**config.mk**
```make
export PLATFORM = sky130hd
export DESIGN_NAME = s2_rx_bank_flat
export DESIGN_NICKNAME = d
export VERILOG_FILES = /design/src/rtl/s2_rx_bank_pkg.sv /design/src/rtl/s2_rx_bank_if.sv /design/src/rtl/s2_rx_bank_shift.sv /design/src/rtl/s2_rx_bank.sv /design/src/flat_wrapper.sv
export SDC_FILE = /design/constraint.sdc
export NUM_CORES = 1
export LEC_CHECK = 0
export BUFFER_PORTS_ARGS = -buffer_cell sky130_fd_sc_hd__buf_2
export CAP_MARGIN = 20
export CORE_UTILIZATION = 54
export DETAILED_ROUTE_END_ITERATION = 12
export PLACE_DENSITY = 0.83
export SYNTH_ARGS = -nofsm -noshare
export SYNTH_HDL_FRONTEND = slang
export SYNTH_SLANG_ARGS = --single-unit
```
**constraint.sdc**
```tcl
create_clock -name clk -period 2.45 [get_ports clk]
set_clock_uncertainty 0.2 [all_clocks]
set_input_delay 0.245 -clock clk [delete_from_list [all_inputs] [get_ports clk]]
set_output_delay 0.245 -clock clk [all_outputs]
set_load 0.1 [all_outputs]
```
**src/rtl/s2_rx_bank_pkg.sv**
```systemverilog
// Shared types and frame sizing for the S2 receive bank.
// S2_RX_PARITY_EN adds one trailing even-parity bit to every frame.
package s2_rx_pkg;

   typedef enum logic [1:0] {
      IDLE,
      SHIFT,
      WRITE,
      ERROR
   } rx_state_t;

`ifdef S2_RX_PARITY_EN
   localparam int PAR_W = 1;
`else
   localparam int PAR_W = 0;
`endif

   function automatic int frame_w(input int addr_w, input int data_w);
      return addr_w + data_w + PAR_W;
   endfunction

endpackage

```
**src/rtl/s2_rx_bank_if.sv**
```systemverilog
// Serial link and register-bank port bundle for the S2 receiver.
interface s2_rx_bank_if #(
   parameter int ADDR_W = 3,
   parameter int DATA_W = 18
);
   logic              sen;
   logic              sd;
   logic              rb_rw;
   logic [ADDR_W-1:0] rb_a;
   logic [DATA_W-1:0] rb_d;
   logic [DATA_W-1:0] rb_q;

   modport master (
      output sen, sd, rb_q,
      input  rb_rw, rb_a, rb_d
   );

   modport slave (
      input  sen, sd, rb_q,
      output rb_rw, rb_a, rb_d
   );
endinterface

```
**src/rtl/s2_rx_bank_shift.sv**
```systemverilog
// Frame deserialiser: MSB-first shift register, saturating bit counter
// and running parity over every received bit.
module s2_rx_shift #(
   parameter int FRAME_W = 21,
   parameter int CNT_W   = $clog2(FRAME_W + 2)
) (
   input  logic               clk,
   input  logic               rst,
   input  logic               load,
   input  logic               shift,
   input  logic               sd,
   output logic [FRAME_W-1:0] sreg,
   output logic [CNT_W-1:0]   cnt,
   output logic               par
);

   // Counter stops one past a full frame so over-long frames never alias.
   localparam logic [CNT_W-1:0] CNT_MAX = CNT_W'(FRAME_W + 1);

   always_ff @(posedge clk or negedge rst) begin
      if (!rst) begin
         sreg <= '0;
         cnt  <= '0;
         par  <= 1'b0;
      end else if (load) begin
         sreg <= {{(FRAME_W-1){1'b0}}, sd};
         cnt  <= CNT_W'(1);
         par  <= sd;
      end else if (shift) begin
         sreg <= {sreg[FRAME_W-2:0], sd};
         par  <= par ^ sd;
         if (cnt != CNT_MAX) begin
            cnt <= cnt + 1'b1;
         end
      end
   end

endmodule

```
**src/rtl/s2_rx_bank.sv**
```systemverilog
// S2 serial-to-register-bank receiver: FSM, bank write port, coverage bitmap
// and error counter. Parity checking is enabled by defining S2_RX_PARITY_EN.
module s2_rx_bank
   import s2_rx_pkg::*;
#(
   parameter int ADDR_W   = 3,
   parameter int DATA_W   = 18,
   parameter int ERRCNT_W = 8
) (
   input  logic                clk,
   input  logic                rst,
   s2_rx_bank_if.slave         bus,
   output logic                done,
   output logic                frame_err,
   output logic [ERRCNT_W-1:0] err_cnt
);

   localparam int FRAME_W = frame_w(ADDR_W, DATA_W);
   localparam int CNT_W   = $clog2(FRAME_W + 2);
   localparam int DEPTH   = 2 ** ADDR_W;

   rx_state_t         state;
   rx_state_t         next_state;
   logic              load;
   logic              shift;
   logic              par;
   logic              par_ok;
   logic              len_ok;
   logic              spare_unused;
   logic [FRAME_W-1:0] sreg;
   logic [CNT_W-1:0]  cnt;
   logic [DEPTH-1:0]  bitmap;
   logic [ADDR_W-1:0] frame_a;
   logic [DATA_W-1:0] frame_d;

   s2_rx_shift #(
      .FRAME_W (FRAME_W),
      .CNT_W   (CNT_W)
   ) u_shift (
      .clk   (clk),
      .rst   (rst),
      .load  (load),
      .shift (shift),
      .sd    (bus.sd),
      .sreg  (sreg),
      .cnt   (cnt),
      .par   (par)
   );

   // Bank read data is never consumed; the parity bit only matters through par.
   assign spare_unused = ^{bus.rb_q, sreg};

   assign frame_a = sreg[FRAME_W-1 -: ADDR_W];
   assign frame_d = sreg[PAR_W +: DATA_W];
   assign len_ok  = (cnt == CNT_W'(FRAME_W));
   assign par_ok  = (PAR_W == 0) || !par;

   always_ff @(posedge clk or negedge rst) begin
      if (!rst) begin
         state <= IDLE;
      end else begin
         state <= next_state;
      end
   end

   // WRITE and ERROR last one cycle and may already capture the next frame's first bit.
   always_comb begin
      next_state = state;
      load       = 1'b0;
      shift      = 1'b0;
      case (state)
         IDLE, WRITE, ERROR: begin
            if (!bus.sen) begin
               load       = 1'b1;
               next_state = SHIFT;
            end else begin
               next_state = IDLE;
            end
         end
         SHIFT: begin
            if (!bus.sen) begin
               shift = 1'b1;
            end else if (len_ok && par_ok) begin
               next_state = WRITE;
            end else begin
               next_state = ERROR;
            end
         end
         default: next_state = IDLE;
      endcase
   end

   // Outputs are registered from next_state so they line up with the WRITE/ERROR cycle.
   always_ff @(posedge clk or negedge rst) begin
      if (!rst) begin
         bus.rb_rw <= 1'b1;
         bus.rb_a  <= '0;
         bus.rb_d  <= '0;
         frame_err <= 1'b0;
         err_cnt   <= '0;
         bitmap    <= '0;
         done      <= 1'b0;
      end else begin
         bus.rb_rw <= (next_state != WRITE);
         frame_err <= (next_state == ERROR);
         if (next_state == WRITE) begin
            bus.rb_a        <= frame_a;
            bus.rb_d        <= frame_d;
            bitmap[frame_a] <= 1'b1;
         end
         if ((next_state == ERROR) && (err_cnt != '1)) begin
            err_cnt <= err_cnt + 1'b1;
         end
         if (&bitmap) begin
            done <= 1'b1;
         end
      end
   end

endmodule

```
**src/flat_wrapper.sv**
```systemverilog
// flat-port wrapper written by rule: the top's interface ports become plain ports
module s2_rx_bank_flat import s2_rx_pkg::*;
#(
   parameter int ADDR_W   = 3,
   parameter int DATA_W   = 18,
   parameter int ERRCNT_W = 8
)
  (clk, rst, done, frame_err, err_cnt, bus_sen, bus_sd, bus_rb_q, bus_rb_rw, bus_rb_a, bus_rb_d);
  s2_rx_bank_if #(.ADDR_W(ADDR_W), .DATA_W(DATA_W)) bus_i ();
  input  logic clk;
  input  logic rst;
  output logic done;
  output logic frame_err;
  output logic [ERRCNT_W-1:0] err_cnt;
  input wire logic [$bits(bus_i.sen)-1:0] bus_sen;
  input wire logic [$bits(bus_i.sd)-1:0] bus_sd;
  input wire logic [$bits(bus_i.rb_q)-1:0] bus_rb_q;
  output wire logic [$bits(bus_i.rb_rw)-1:0] bus_rb_rw;
  output wire logic [$bits(bus_i.rb_a)-1:0] bus_rb_a;
  output wire logic [$bits(bus_i.rb_d)-1:0] bus_rb_d;
  assign bus_i.sen = bus_sen;
  assign bus_i.sd = bus_sd;
  assign bus_i.rb_q = bus_rb_q;
  assign bus_rb_rw = bus_i.rb_rw;
  assign bus_rb_a = bus_i.rb_a;
  assign bus_rb_d = bus_i.rb_d;
  s2_rx_bank #(.ADDR_W(ADDR_W), .DATA_W(DATA_W), .ERRCNT_W(ERRCNT_W)) u_core (.clk(clk), .rst(rst), .bus(bus_i), .done(done), .frame_err(frame_err), .err_cnt(err_cnt));
endmodule
```
==> Word-level counts from Yosys, hierarchy flattened <==
Index checks and enable logic that the tools add are counted.
{ "classes": {"mul": 0, "n_addsub": 2, "n_reduce_logical": 8, "shift": 0, "n_eq_ne": 9, "n_mux": 14, "n_bitwise": 1, "order_cmp": 2, "div_mod_pow": 0} }
{ "op_table": {"columns": ["operator", "count"], "rows": [
  ["two-way mux 21 bit", 2],
  ["two-way mux 5 bit", 3],
  ["adder 8 x 1 -> 8 bit (second input constant)", 1],
  ["equality test 2 bit (second input constant)", 4],
  ["inequality test 8 bit (second input constant)", 1],
  ["bitwise OR 8 bit", 1],
  ["AND reduction 8 bit", 1],
  ["two-way mux 1 bit", 6],
  ["adder 5 x 1 -> 5 bit (second input constant)", 1],
  ["equality test 5 bit (second input constant)", 1],
  ["inequality test 5 bit (second input constant)", 1],
  ["< comparator 3 x 4 -> 1 bit (second input constant)", 1],
  ["one-hot mux 2 bit (2 select lines)", 1],
  ["nonzero test 2 bit", 2],
  ["demux 1 bit (select 3 bit)", 1],
  ["greater-or-equal comparator 3 x 1 -> 1 bit (second input constant)", 1],
  ["OR reduction 3 bit", 1],
  ["equality test 2 x 1 -> 1 bit (second input constant)", 1],
  ["logical AND 1 bit", 2],
  ["zero test 2 bit", 1],
  ["two-way mux 2 bit", 1],
  ["inequality test 2 bit (second input constant)", 1],
  ["AND reduction 2 bit", 1]
]} }
{ "totals": {"mem_count": 0, "latch_bits": 0, "output_inout_bits": 32, "romBits": 0, "mem_bits_rw": 0, "input_bits": 22, "regBits": 68, "elab_cells": 46} }

==> Depth between registers and ports, before layout <==
Gate-level depths: netlist of the first run.
{ "depth": {"word_depth": 6, "depth_mapped": 7, "mapped_depth_nobuf": 7} }

==> Cells and area by module <==
From an unflattened synthesis of the first run, not the netlist that was laid out.
{ "unflattened": {"hier_cells": 216, "area_unflattened_um2": 2926.6} }
{ "by_module_without_submodules": {"columns": ["module", "seq_area_each_um2", "cells_each", "n_inst", "area_per_inst_um2"], "rows": [
  ["s2_rx_bank", 1052.3, 114, 1, 1761.7],
  ["s2_rx_shift", 675.6, 102, 1, 1164.9]
]} }

==> Worst setup path before layout of the first run <==
OpenSTA, ideal clock, no wires.
{ "synth_timing": {"path_type": "flip-flop to flip-flop", "from": "register u_core.err_cnt[0]", "to": "register u_core.err_cnt[1]", "period_less_slack_ps": 2415, "setup_slack_ps": 35, "arrival_time_ps": 2089, "n_path_buf": 0, "setup_time_ps": 126, "required_ps": 2124, "stages_incl_launch_ff": 5, "path_cell_list": "dfrtp_1 > ha_1 > nand3_1 > o2111ai_2 > mux2_2"} }
{ "synth_between": {"elab_chain_len": 2, "elab_cells_between_ends": 3, "classes_between": "add/sub: 1; eq/ne: 1; reduce/logical: 1"} }
{ "synth_rtl": {"columns": ["element", "line", "source"], "rows": [
  ["from (decl)", "s2_rx_bank.sv:15", "output logic [ERRCNT_W-1:0] err_cnt"],
  ["from (signal assigned)", "s2_rx_bank.sv:112", "err_cnt <= err_cnt + 1'b1;"],
  ["branches (longest 2 deep; another with adder 8 x 1 -> 8 bit)", null, null]
]} }
Several ways; the timed one is not identified.
A chain may end at the register's enable or synchronous reset.

==> Worst setup path after layout of the first run <==
{ "layout_timing": {"from": "register u_core.u_shift.cnt[0]", "to": "register u_core.bitmap[3]"} }
{ "layout_between": {"elab_chain_len": 5} }
{ "layout_rtl": {"columns": ["element", "line", "source"], "rows": [
  ["from (decl)", "s2_rx_bank_shift.sv:13", "output logic [CNT_W-1:0] cnt,"],
  ["from (signal assigned)", "s2_rx_bank_shift.sv:33", "cnt <= cnt + 1'b1;"],
  ["equality test 5 bit", "s2_rx_bank.sv:55", "assign len_ok = (cnt == CNT_W'(FRAME_W));"],
  ["two-way mux 1 bit", "s2_rx_bank.sv:83", "end else if (len_ok && par_ok) begin"],
  ["two-way mux 2 bit", "s2_rx_bank.sv:81", "if (!bus.sen) begin"],
  ["one-hot mux 2 bit (2 select lines)", "s2_rx_bank.sv:71", "case (state)"],
  ["equality test 2 bit", "s2_rx_bank.sv:106", "if (next_state == WRITE) begin"],
  ["to (signal assigned)", "s2_rx_bank.sv:101", "bitmap <= '0;"],
  ["to (signal, indexed assignment)", "s2_rx_bank.sv:109", "bitmap[frame_a] <= 1'b1;"],
  ["to (decl)", "s2_rx_bank.sv:32", "logic [DEPTH-1:0] bitmap;"]
]} }
Every way passes these cells.

==> flow_metrics.tcl, run 1 <==
set metrics [dict create \
    slew_headroom 0.601 \
    grt_pass1_vias 1774 \
    clkLatencyLatePin_ps 340 \
    synth.avg_cell_area_um2 12.2 \
    grt_pass1_wl_um 8220 \
    drt-wirelength-per-cell_um 13.8 \
    rr_endpoint "u_core.bitmap[3]" \
    worstMarginPinSlew_ps 598 \
    timing.fmax_mhz 462 \
    power-per-cell-area_nw_per_um2 869 \
    synth_edf_count 0 \
    cts_sinks 68 \
    rows 26 \
    outcome "finished, final reports clean" \
    synth_cells 233 \
    rsz0062_at_grt "no" \
    die_area_um2 5560 \
    portBuffers 35 \
    rrSetupSlack_ps 290 \
    antenna_left 0 \
    cts.clk_slew.worst_paths_ps 80 \
    min_to "u_core.u_shift.sreg[14]" \
    clock_path_buffers 2 \
    seq_area_frac_synth 0.599 \
    syn-num-nets 259 \
    synthArstFlopShare 1.00 \
    period_share 0.883 \
    min-delay-start "bus_sen" \
    final_common_cell "dfrtp_1" \
    worstPathRequired_ps 2480 \
    cts_tree "built" \
    nets 300 \
    synth_cell_types 38 \
    postCtsSetupRepairBufs 0 \
    design_area_um2 3260 \
    p_leak_uw 0.00169 \
    cts_made_buffers 9 \
    cts.htree.levels 3 \
    setup_viol_count_final 0 \
    place_area_um2 3070 \
    r2r-start "u_core.u_shift.cnt[0]" \
    arrival_ps 2190 \
    start_kind "flop" \
    hold_depth 3 \
    grt_antenna_before_repair 0 \
    root_buffer "clkbuf_8" \
    yosysWarnings 0 \
    area_delta_synth_final_pct 14.8 \
    power_uw 2840 \
    final_cell_mix "67 x dfrtp_1, 44 x nand2_1, 35 x buf_2" \
    num_vias 1862 \
    nFillCells 417 \
    first_iter_violations 134 \
    critical_path.max_fanout 23 \
    post_drt_via_cell_ratio 5.34 \
    syn_area_um2 2840 \
    r2r_cells 6 \
    hold_viol 0 \
    crit_type "reg -> reg" \
    core_area_um2 5070 \
    die_y_um 74.6 \
    ys.flop_type "dfrtp_1" \
    maxCapViolations 0 \
    ys_ff_latch 68 \
    drc_errors 0 \
    diodes 0 \
    start_util 0.560 \
    grt_usage 0.202 \
    setup_tns_ps 0 \
    ir_worst_vdd_uv 530 \
    dr.pass1.iters 4 \
    worst_setup_path_end_kind "flop" \
    wl_um 4830 \
    gp_congestion 0.771 \
    grt_max_degree 43 \
    ios 54 \
    drive_above_1_share 0.308 \
    die_x_um 74.6 \
    min_period_ps 2160 \
    report.final.slew_viol_count 0 \
    grt-ovfl-total 0 \
    dpl.hpwl_um 3080 \
    hold_class "in -> reg" \
]
[cell type report]
cell class                      count  area, um^2  area share
Timing Repair Buffer               41         238      0.0729
Clock inverter                      6        41.3      0.0127
Inverter                            5        21.3     0.00652
Sequential cell                    68        1700       0.522
Tap cell                           70        87.6      0.0268
Multi-Input combinational cell    149        1040       0.320
Clock buffer                       10         128      0.0391
[state kept, by name, summed over array words and instances, names as in the netlist]
name,flops
u_core.u_shift.sreg,21
u_core.u_shift.cnt,5
u_core.bus.rb_d,18
u_core.err_cnt,8
u_core.frame_err,1
u_core.done,1
u_core.bus.rb_a,3
u_core.state,2
u_core.bitmap,8
u_core.bus.rb_rw,1
[routing by layer]
metal | GRT usage | vias up | part of all wire
met5 | 0 | - | 0
met1 | 0.264 | 922 | 0.48
li1 | - | 887 | -
met3 | 0.0528 | 9 | 0.033
met4 | 0.113 | 0 | 0.023
met2 | 0.307 | 44 | 0.47
[cell usage after synthesis (2+ instances only)]
cell type	count	area, um^2
a21o_1	4	30.0
xor2_1	5	43.8
ha_1	4	50.1
nor2b_1	4	25.0
dfrtp_1	67	1680
mux2_4	19	285
nand3_1	5	25.0
nor3_1	3	15.0
nor2_1	5	18.8
o31ai_1	2	15.0
buf_2	2	10.0
inv_1	4	15.0
a31o_2	4	35.0
nand2_1	44	165
nand4_1	4	25.0
nand4b_1	2	17.5
o21ai_0	25	125
clkbuf_1	6	22.5
buf_12	2	40.0
mux2_2	4	45.0
[kinds of logic (layout without fill, tap and decap cells)]
| group | Yosys count | in the layout | synth area share |
|---|---|---|---|
| and+or+nand+nor | 74 | 74 | 0.121 |
| AOI/OAI and AO/OA | 42 | 42 | 0.0929 |
| buffers and inverters | 16 | 62 | 0.0343 |
| xor gates and xnor gates | 6 | 6 | 0.0185 |
| muxes | 23 | 23 | 0.116 |
| adders and majority gates | 4 | 4 | 0.0176 |
| DFF | 68 | 68 | 0.599 |
[power breakdown]
part / switching [uW] / internal, uW / total (uW)
combinational: 560 / 149 / 709
clock: 427 / 365 / 792
sequential: 118 / 1220 / 1340
total: 1110 / 1730 / 2840
[critical path: stages, from the launching register on]
cell,delay (ps)
dfrtp_1,440
ha_1,240
and4b_1,200
and3_4,200
inv_4,320
nor2_1,170
a31o_2,270
[repair_timing]
item / 4_1_cts / 5_1_grt
hold buffers: 2 / 0
endpoints found under the setup margin: 0 / 0
resized for setup: 0 / 0
endpoints found under the hold margin: 26 / 0
[worst max path at each step]
stage	depth (start not counted)	end	from
global placement	6	u_core.bitmap[3]	u_core.u_shift.cnt[0]
finish	6	u_core.bitmap[3]	u_core.u_shift.cnt[0]
CTS	6	u_core.bitmap[3]	u_core.u_shift.cnt[0]
detailed placement	6	u_core.bitmap[3]	u_core.u_shift.cnt[0]
global route	6	u_core.bitmap[3]	u_core.u_shift.cnt[0]
floorplan	4	u_core.err_cnt[1]	u_core.err_cnt[0]
[per-stage QoR]
stage	setup WS, ps	hold slack [ps]	cells	utilization
floorplan	35.0	-251	233	-
global placement	384	83.8	331	0.606
detailed placement	336	87.4	331	0.606
CTS	301	88.9	349	0.643
global route	202	143	349	0.643
finish	287	102	349	0.643
Note: power is estimated with default switching activity, not from simulation.
==> run 2: changes to the inputs <==
--- a/config.mk
+++ b/config.mk
@@ -7,9 +7,10 @@
 export LEC_CHECK = 0
 export BUFFER_PORTS_ARGS = -buffer_cell sky130_fd_sc_hd__buf_2
 export CAP_MARGIN = 20
-export CORE_UTILIZATION = 54
+export CORE_UTILIZATION = 44
 export DETAILED_ROUTE_END_ITERATION = 12
-export PLACE_DENSITY = 0.83
+export PLACE_DENSITY = 0.71
+export SETUP_SLACK_MARGIN = 0.5
 export SYNTH_ARGS = -nofsm -noshare
 export SYNTH_HDL_FRONTEND = slang
 export SYNTH_SLANG_ARGS = --single-unit
==> flow_metrics.tcl, run 2 (synthesized netlist as in run 1, its figures left out) <==
set metrics [dict create \
    outcome "finished, final reports clean" \
    nFillCells 508 \
    first_iter_violations 96 \
    hold_slack_ps 110 \
    top_register "u_core.u_shift.sreg" \
    r2r_cells 5 \
    die_y_um 82.4 \
    grt_max_degree 33 \
    wl_um 5090 \
    cts_tree "built" \
    period_share 0.767 \
    antenna_left 0 \
    reg_top3 "u_core.u_shift.sreg x21, u_core.bus.rb_d x18" \
    maxCapViolations 0 \
    root_buffer "clkbuf_8" \
    cts_made_buffers 9 \
    final_common_cell "dfrtp_1" \
    dr.pass1.iters 6 \
    cts.htree.levels 3 \
    grt_pass1_vias 1743 \
    r2r-start "u_core.u_shift.cnt[0]" \
    p_leak_uw 0.00175 \
    gp_congestion 0.765 \
    rsz0062_at_grt "no" \
    start_util 0.469 \
    core_area_um2 6060 \
    final_core_util 0.563 \
    portBuffers 35 \
    setup_tns_ps 0 \
    cpPeakStageDelay_ps 440 \
    cts.clk_slew.worst_paths_ps 70 \
    largest_register_ffs 21 \
    diodes 0 \
    drive_above_1_share 0.359 \
    ios 54 \
    min_period_ps 1880 \
    final_cell_mix "58 x dfrtp_1, 44 x nand2_1, 35 x buf_2" \
    worstMarginPinSlew_ps 609 \
    grt_usage 0.168 \
    setup_viol_count_final 0 \
    ir_worst_vdd_uv 694 \
    report.final.slew_viol_count 0 \
    cpMaxStageDelayCell "dfrtp_2" \
    hold_class "in -> reg" \
    arrival_ps 1910 \
    die_area_um2 6790 \
    die_x_um 82.4 \
    dpl.hpwl_um 3270 \
    rows 28 \
    nets 305 \
    clkLatencyLatePin_ps 340 \
    cp-startpoint "u_core.u_shift.cnt[0]" \
    rr_endpoint "u_core.bus.rb_a[1]" \
    post_drt_via_cell_ratio 5.13 \
    rrSetupSlack_ps 570 \
    hold_viol 0 \
    drc_errors 0 \
    worst_setup_path_end_kind "flop" \
    critical_path.max_fanout 11 \
    start_kind "flop" \
    power-per-cell-area_nw_per_um2 915 \
    worstPathRequired_ps 2480 \
    crit_type "reg -> reg" \
    slew_headroom 0.594 \
    grt_antenna_before_repair 0 \
    num_vias 1842 \
    path_cells "ha_1, and4b_1, and3_4, inv_6, mux2_4" \
    cp-endpoint "u_core.bus.rb_a[1]" \
    cts_sinks 68 \
    grt_pass1_wl_um 8240 \
    clock_path_buffers 2 \
    timing.fmax_mhz 532 \
    area_delta_synth_final_pct 20.0 \
    drt-wirelength-per-cell_um 14.2 \
    grt-ovfl-total 0 \
]
[run 2: changes by cell type in the layout (fill, tap and decap cells not counted), moves of 2 or more]
cell | before | now
bufinv_16 | 0 | 2
buf_4 | 3 | 7
dfrtp_1 | 67 | 58
dfrtp_2 | 0 | 6
dfrtp_4 | 0 | 3
clkinvlp_4 | 3 | 0
[run 2: critical path: cells and delay by family, from the launching register on]
kind                     cells  cell delay [ps]
buffers and inverters        1              150
multiplexers                 1              310
AND/OR/NAND/NOR              2              450
flip-flops                   1              440
adder cells (fa/ha/maj)      1              220
[run 2: power breakdown]
part           total [uW]  switching, uW  leakage (uW)  internal (uW)
Sequential           1370            127      0.000910           1240
Clock                1000            406      0.000113            596
Combinational         752            573      0.000723            179
[run 2: stage by stage]
stage | cell area, um^2 | std cells | power [uW] | setup slack [ps]
2_1_floorplan | 2880 | 233 | 1960 | 510
3_3_place_gp | 3130 | 337 | 2100 | 364
3_5_place_dp | 3130 | 337 | 2120 | 327
4_1_cts | 3380 | 356 | 3120 | 519
5_1_grt | 3410 | 359 | 3260 | 509
6_report | 3410 | 359 | 3120 | 570
[run 2: layout make-up]
| class | instances | area [um^2] | share of cell area |
|---|---|---|---|
| Sequential cell | 68 | 1720 | 0.505 |
| Multi-Input combinational cell | 149 | 1070 | 0.314 |
| Timing Repair Buffer | 45 | 268 | 0.0785 |
| Clock buffer | 11 | 141 | 0.0415 |
| Tap cell | 75 | 93.8 | 0.0275 |
| Clock inverter | 5 | 75.1 | 0.0220 |
| Inverter | 5 | 31.3 | 0.00917 |
| Timing Repair inverter | 1 | 8.76 | 0.00257 |
[run 2: repair_timing]
| item | 4_1_cts | 5_1_grt |
|---|---|---|
| pin swaps | 0 | 0 |
| setup buffers | 0 | 3 |
| gates cloned | 1 | 0 |
| endpoints found under the hold margin | 26 | 0 |
| hold buffers | 2 | 0 |
| setup endpoints to repair | 25 | 25 |
| gates resized for setup | 3 | 2 |
[run 2: layer usage]
metal / global-route usage / vias up / part of all wire
li1: - / 899 / -
met1: 0.220 / 899 / 0.47
met2: 0.249 / 34 / 0.48
met3: 0.0341 / 10 / 0.027
met4: 0.116 / 0 / 0.026
met5: 0 / - / 0
[run 2: how the worst min path moves through the flow]
stage | cells past startpoint | slack [ps] | start | end
4_1_cts | 3 | 90 | bus_sen | u_core.u_shift.sreg[6]
5_1_grt | 3 | 130 | bus_sen | u_core.u_shift.sreg[9]
2_1_floorplan | 0 | -250 | rst | u_core.bitmap[0]
6_report | 3 | 110 | bus_sen | u_core.u_shift.sreg[6]
3_5_place_dp | 1 | 90 | rst | u_core.bus.rb_d[5]
3_3_place_gp | 1 | 90 | rst | u_core.bus.rb_d[5]
==> run 3: changes to the inputs <==
--- a/config.mk
+++ b/config.mk
@@ -5,11 +5,12 @@
 export SDC_FILE = /design/constraint.sdc
 export NUM_CORES = 1
 export LEC_CHECK = 0
+export ABC_AREA = 1
 export BUFFER_PORTS_ARGS = -buffer_cell sky130_fd_sc_hd__buf_2
 export CAP_MARGIN = 20
 export CORE_UTILIZATION = 44
 export DETAILED_ROUTE_END_ITERATION = 12
-export PLACE_DENSITY = 0.71
+export PLACE_DENSITY = 0.73
 export SETUP_SLACK_MARGIN = 0.5
 export SYNTH_ARGS = -nofsm -noshare
 export SYNTH_HDL_FRONTEND = slang
==> constraint.sdc (replaced) <==
create_clock -name clk -period 1.6 [get_ports clk]
set_clock_uncertainty 0.2 [all_clocks]
set_input_delay 0.16 -clock clk [delete_from_list [all_inputs] [get_ports clk]]
set_output_delay 0.16 -clock clk [all_outputs]
set_load 0.1 [all_outputs]
==> flow_metrics.tcl, run 3 <==
set metrics [dict create \
    outcome "finished with violations" \
    violations "negative hold slack, negative setup slack" \
    dp.cells 455 \
    grt_antenna_before_repair 0 \
    synth_cells 346 \
    worst_setup_path_end_kind "flop" \
    ios 54 \
    grt_usage 0.206 \
    min_to "u_core.state[1]" \
    diodes 0 \
    synth_area_leaders "dfrtp_1 55%, nand2_1 11%, inv_1 7.5%" \
    start_util 0.467 \
    top_register "u_core.u_shift.sreg" \
    post_drt_via_cell_ratio 5.00 \
    arrival_ps 1640 \
    r2r-start "u_core.u_shift.cnt[0]" \
    slew_headroom 0.657 \
    path_cells "ha_2, nand2_4, nor2_4, buf_4, buf_6, nor2_4, nand2_4, nand2_1, nand2_1" \
    synth.avg_cell_area_um2 8.82 \
    hold_depth 3 \
    portBuffers 35 \
    setup_tns_ps -1.42 \
    wl_um 7260 \
    maxCapViolations 0 \
    period_share 1.00 \
    cts_hold_buffers 2 \
    nFillCells 422 \
    core_area_um2 6530 \
    yosysMostFrequentCell "nand2_1" \
    die_x_um 85.3 \
    timing.fmax_mhz 624 \
    synthMuxAreaShare 0 \
    cts_made_buffers 9 \
    cts.htree.levels 3 \
    nets 444 \
    antenna_left 0 \
    grt_max_degree 69 \
    die_area_um2 7270 \
    rows 29 \
    cp-startpoint "u_core.u_shift.cnt[0]" \
    cts_sinks 68 \
    area_delta_synth_final_pct 56.6 \
    rr_endpoint "u_core.err_cnt[4]" \
    report.final.slew_viol_count 0 \
    ir_worst_vdd_uv 1420 \
    min-delay-start "bus_sen" \
    crit_family "simple AND/OR/NAND/NOR gates" \
    yosys.area_share.simple 0.196 \
    worstPathRequired_ps 1640 \
    synth_edf_count 0 \
    synth_top_family_by_area "simple AND/OR/NAND/NOR gates" \
    seq_area_frac_synth 0.558 \
    ys_ff_latch 68 \
    setup_viol_count_final 1 \
    clock_path_buffers 2 \
    rrSetupSlack_ps -1 \
    drc_errors 0 \
    critical_path.max_fanout 8 \
    synth_xor_area_frac 0.0144 \
    clkLatencyLatePin_ps 350 \
    fin_cells 500 \
    synth_largest_area_cell "dfrtp_1" \
    final_common_cell "nand2_1" \
    synthAdderAreaFrac 0.0164 \
    synth_cell_types 25 \
    first_iter_violations 119 \
    grt-ovfl-total 0 \
    crit_type "reg -> reg" \
    cpMaxStageDelayCell "dfrtp_1" \
    design_area_um2 4780 \
    cts.clk_slew.worst_paths_ps 70 \
    final_cell_mix "75 x nand2_1, 56 x inv_1, 35 x buf_12, 35 x dfrtp_1, 29 x dfrtp_2" \
    yosysWarnings 0 \
    power-per-cell-area_nw_per_um2 1070 \
    hold_class "in -> reg" \
    cts_tree "built" \
    cpPeakStageDelay_ps 400 \
    p_leak_uw 0.00227 \
    crit_buf_inv 2 \
    syn-num-nets 372 \
    power_uw 5100 \
    grt_pass1_wl_um 11500 \
    worstMarginPinSlew_ps 514 \
    synth.top_cell.area_share 0.549 \
    reg_top3 "u_core.u_shift.sreg x21, u_core.bus.rb_d x18" \
    ys.flop_type "dfrtp_1" \
    hold_slack_ps -7.03 \
    place_area_um2 3540 \
    rsz0062_at_grt "yes" \
    synth_compound_area_frac 0.112 \
    fin_ws_ps -1.42 \
    dr.pass1.iters 4 \
    drive_above_1_share 0.487 \
    gp_congestion 0.741 \
    die_y_um 85.3 \
    dpl.hpwl_um 3740 \
    r2r_cells 9 \
    hold_viol 1 \
    min_period_ps 1600 \
    drt-wirelength-per-cell_um 14.5 \
    synthArstFlopShare 1.00 \
    largest_register_ffs 21 \
    num_vias 2500 \
    root_buffer "clkbuf_8" \
    grt_pass1_vias 2472 \
    synth_commonest_cells "92 x nand2_1, 67 x dfrtp_1, 61 x inv_1, 20 x a21oi_1, 20 x nor3_1" \
    syn_area_um2 3050 \
    start_kind "flop" \
]
run 3: how the worst max path moves through the flow:
stage | end | slack (ps) | depth (start not counted)
6_report | u_core.err_cnt[4] | -1 | 9
5_1_grt | u_core.err_cnt[1] | -50 | 9
4_1_cts | u_core.bitmap[7] | 50 | 9
3_5_place_dp | u_core.err_cnt[6] | 40 | 6
3_3_place_gp | u_core.err_cnt[4] | 80 | 6
2_1_floorplan | u_core.err_cnt[2] | 20 | 6
run 3: metal layers:
metal / GRT usage / routed length, um / up-vias
met4: 0.0833 / 172 / 0
met5: 0 / 0 / -
li1: - / - / 1221
met3: 0.0564 / 222 / 17
met1: 0.246 / 3020 / 1209
met2: 0.352 / 3850 / 53
run 3: cell type report:
| type | count | area [um^2] | area share |
|---|---|---|---|
| multi-input cells | 203 | 1430 | 0.298 |
| well taps | 77 | 96.3 | 0.0202 |
| clock buffers | 12 | 145 | 0.0304 |
| clock inverters | 4 | 48.8 | 0.0102 |
| repair buffers | 74 | 1070 | 0.224 |
| inverters | 62 | 238 | 0.0497 |
| flip-flops and latches | 68 | 1750 | 0.367 |
run 3: repair_timing:
action                                 in CTS  in global routing
setup buffers                              14                 10
gates resized for setup                   118                 82
cloned                                      2                  1
setup endpoints to repair                  97                 97
endpoints found under the hold margin      72                  1
pin swaps                                  11                  9
run 3: cell families after synthesis:
group,Yosys count
AND/OR/NAND/NOR,140
buffers and inverters,75
flip-flops,68
AO/OA/AOI/OAI,54
XOR/XNOR,5
adder cells (fa/ha/maj),4
run 3: worst min-delay path, stage by stage:
cell	delay [ps]
buf_2	140
inv_4	130
nor2_4	70
run 3: metrics by stage:
| stage | worst slack [ps] | util |
|---|---|---|
| after global placement | 75.1 | 0.542 |
| after CTS | 51.3 | 0.663 |
| after floorplan | 15.4 | - |
| after global routing | -49.1 | 0.732 |
| final | -1.42 | 0.732 |
| after detailed placement | 43.7 | 0.542 |
run 3: power breakdown:
| part | internal [uW] | total [uW] | switching, uW | leakage [uW] |
|---|---|---|---|---|
| combinational | 715 | 1680 | 969 | 0.00132 |
| sequential | 1850 | 2010 | 158 | 0.000855 |
| clock | 761 | 1410 | 650 | 0.000100 |
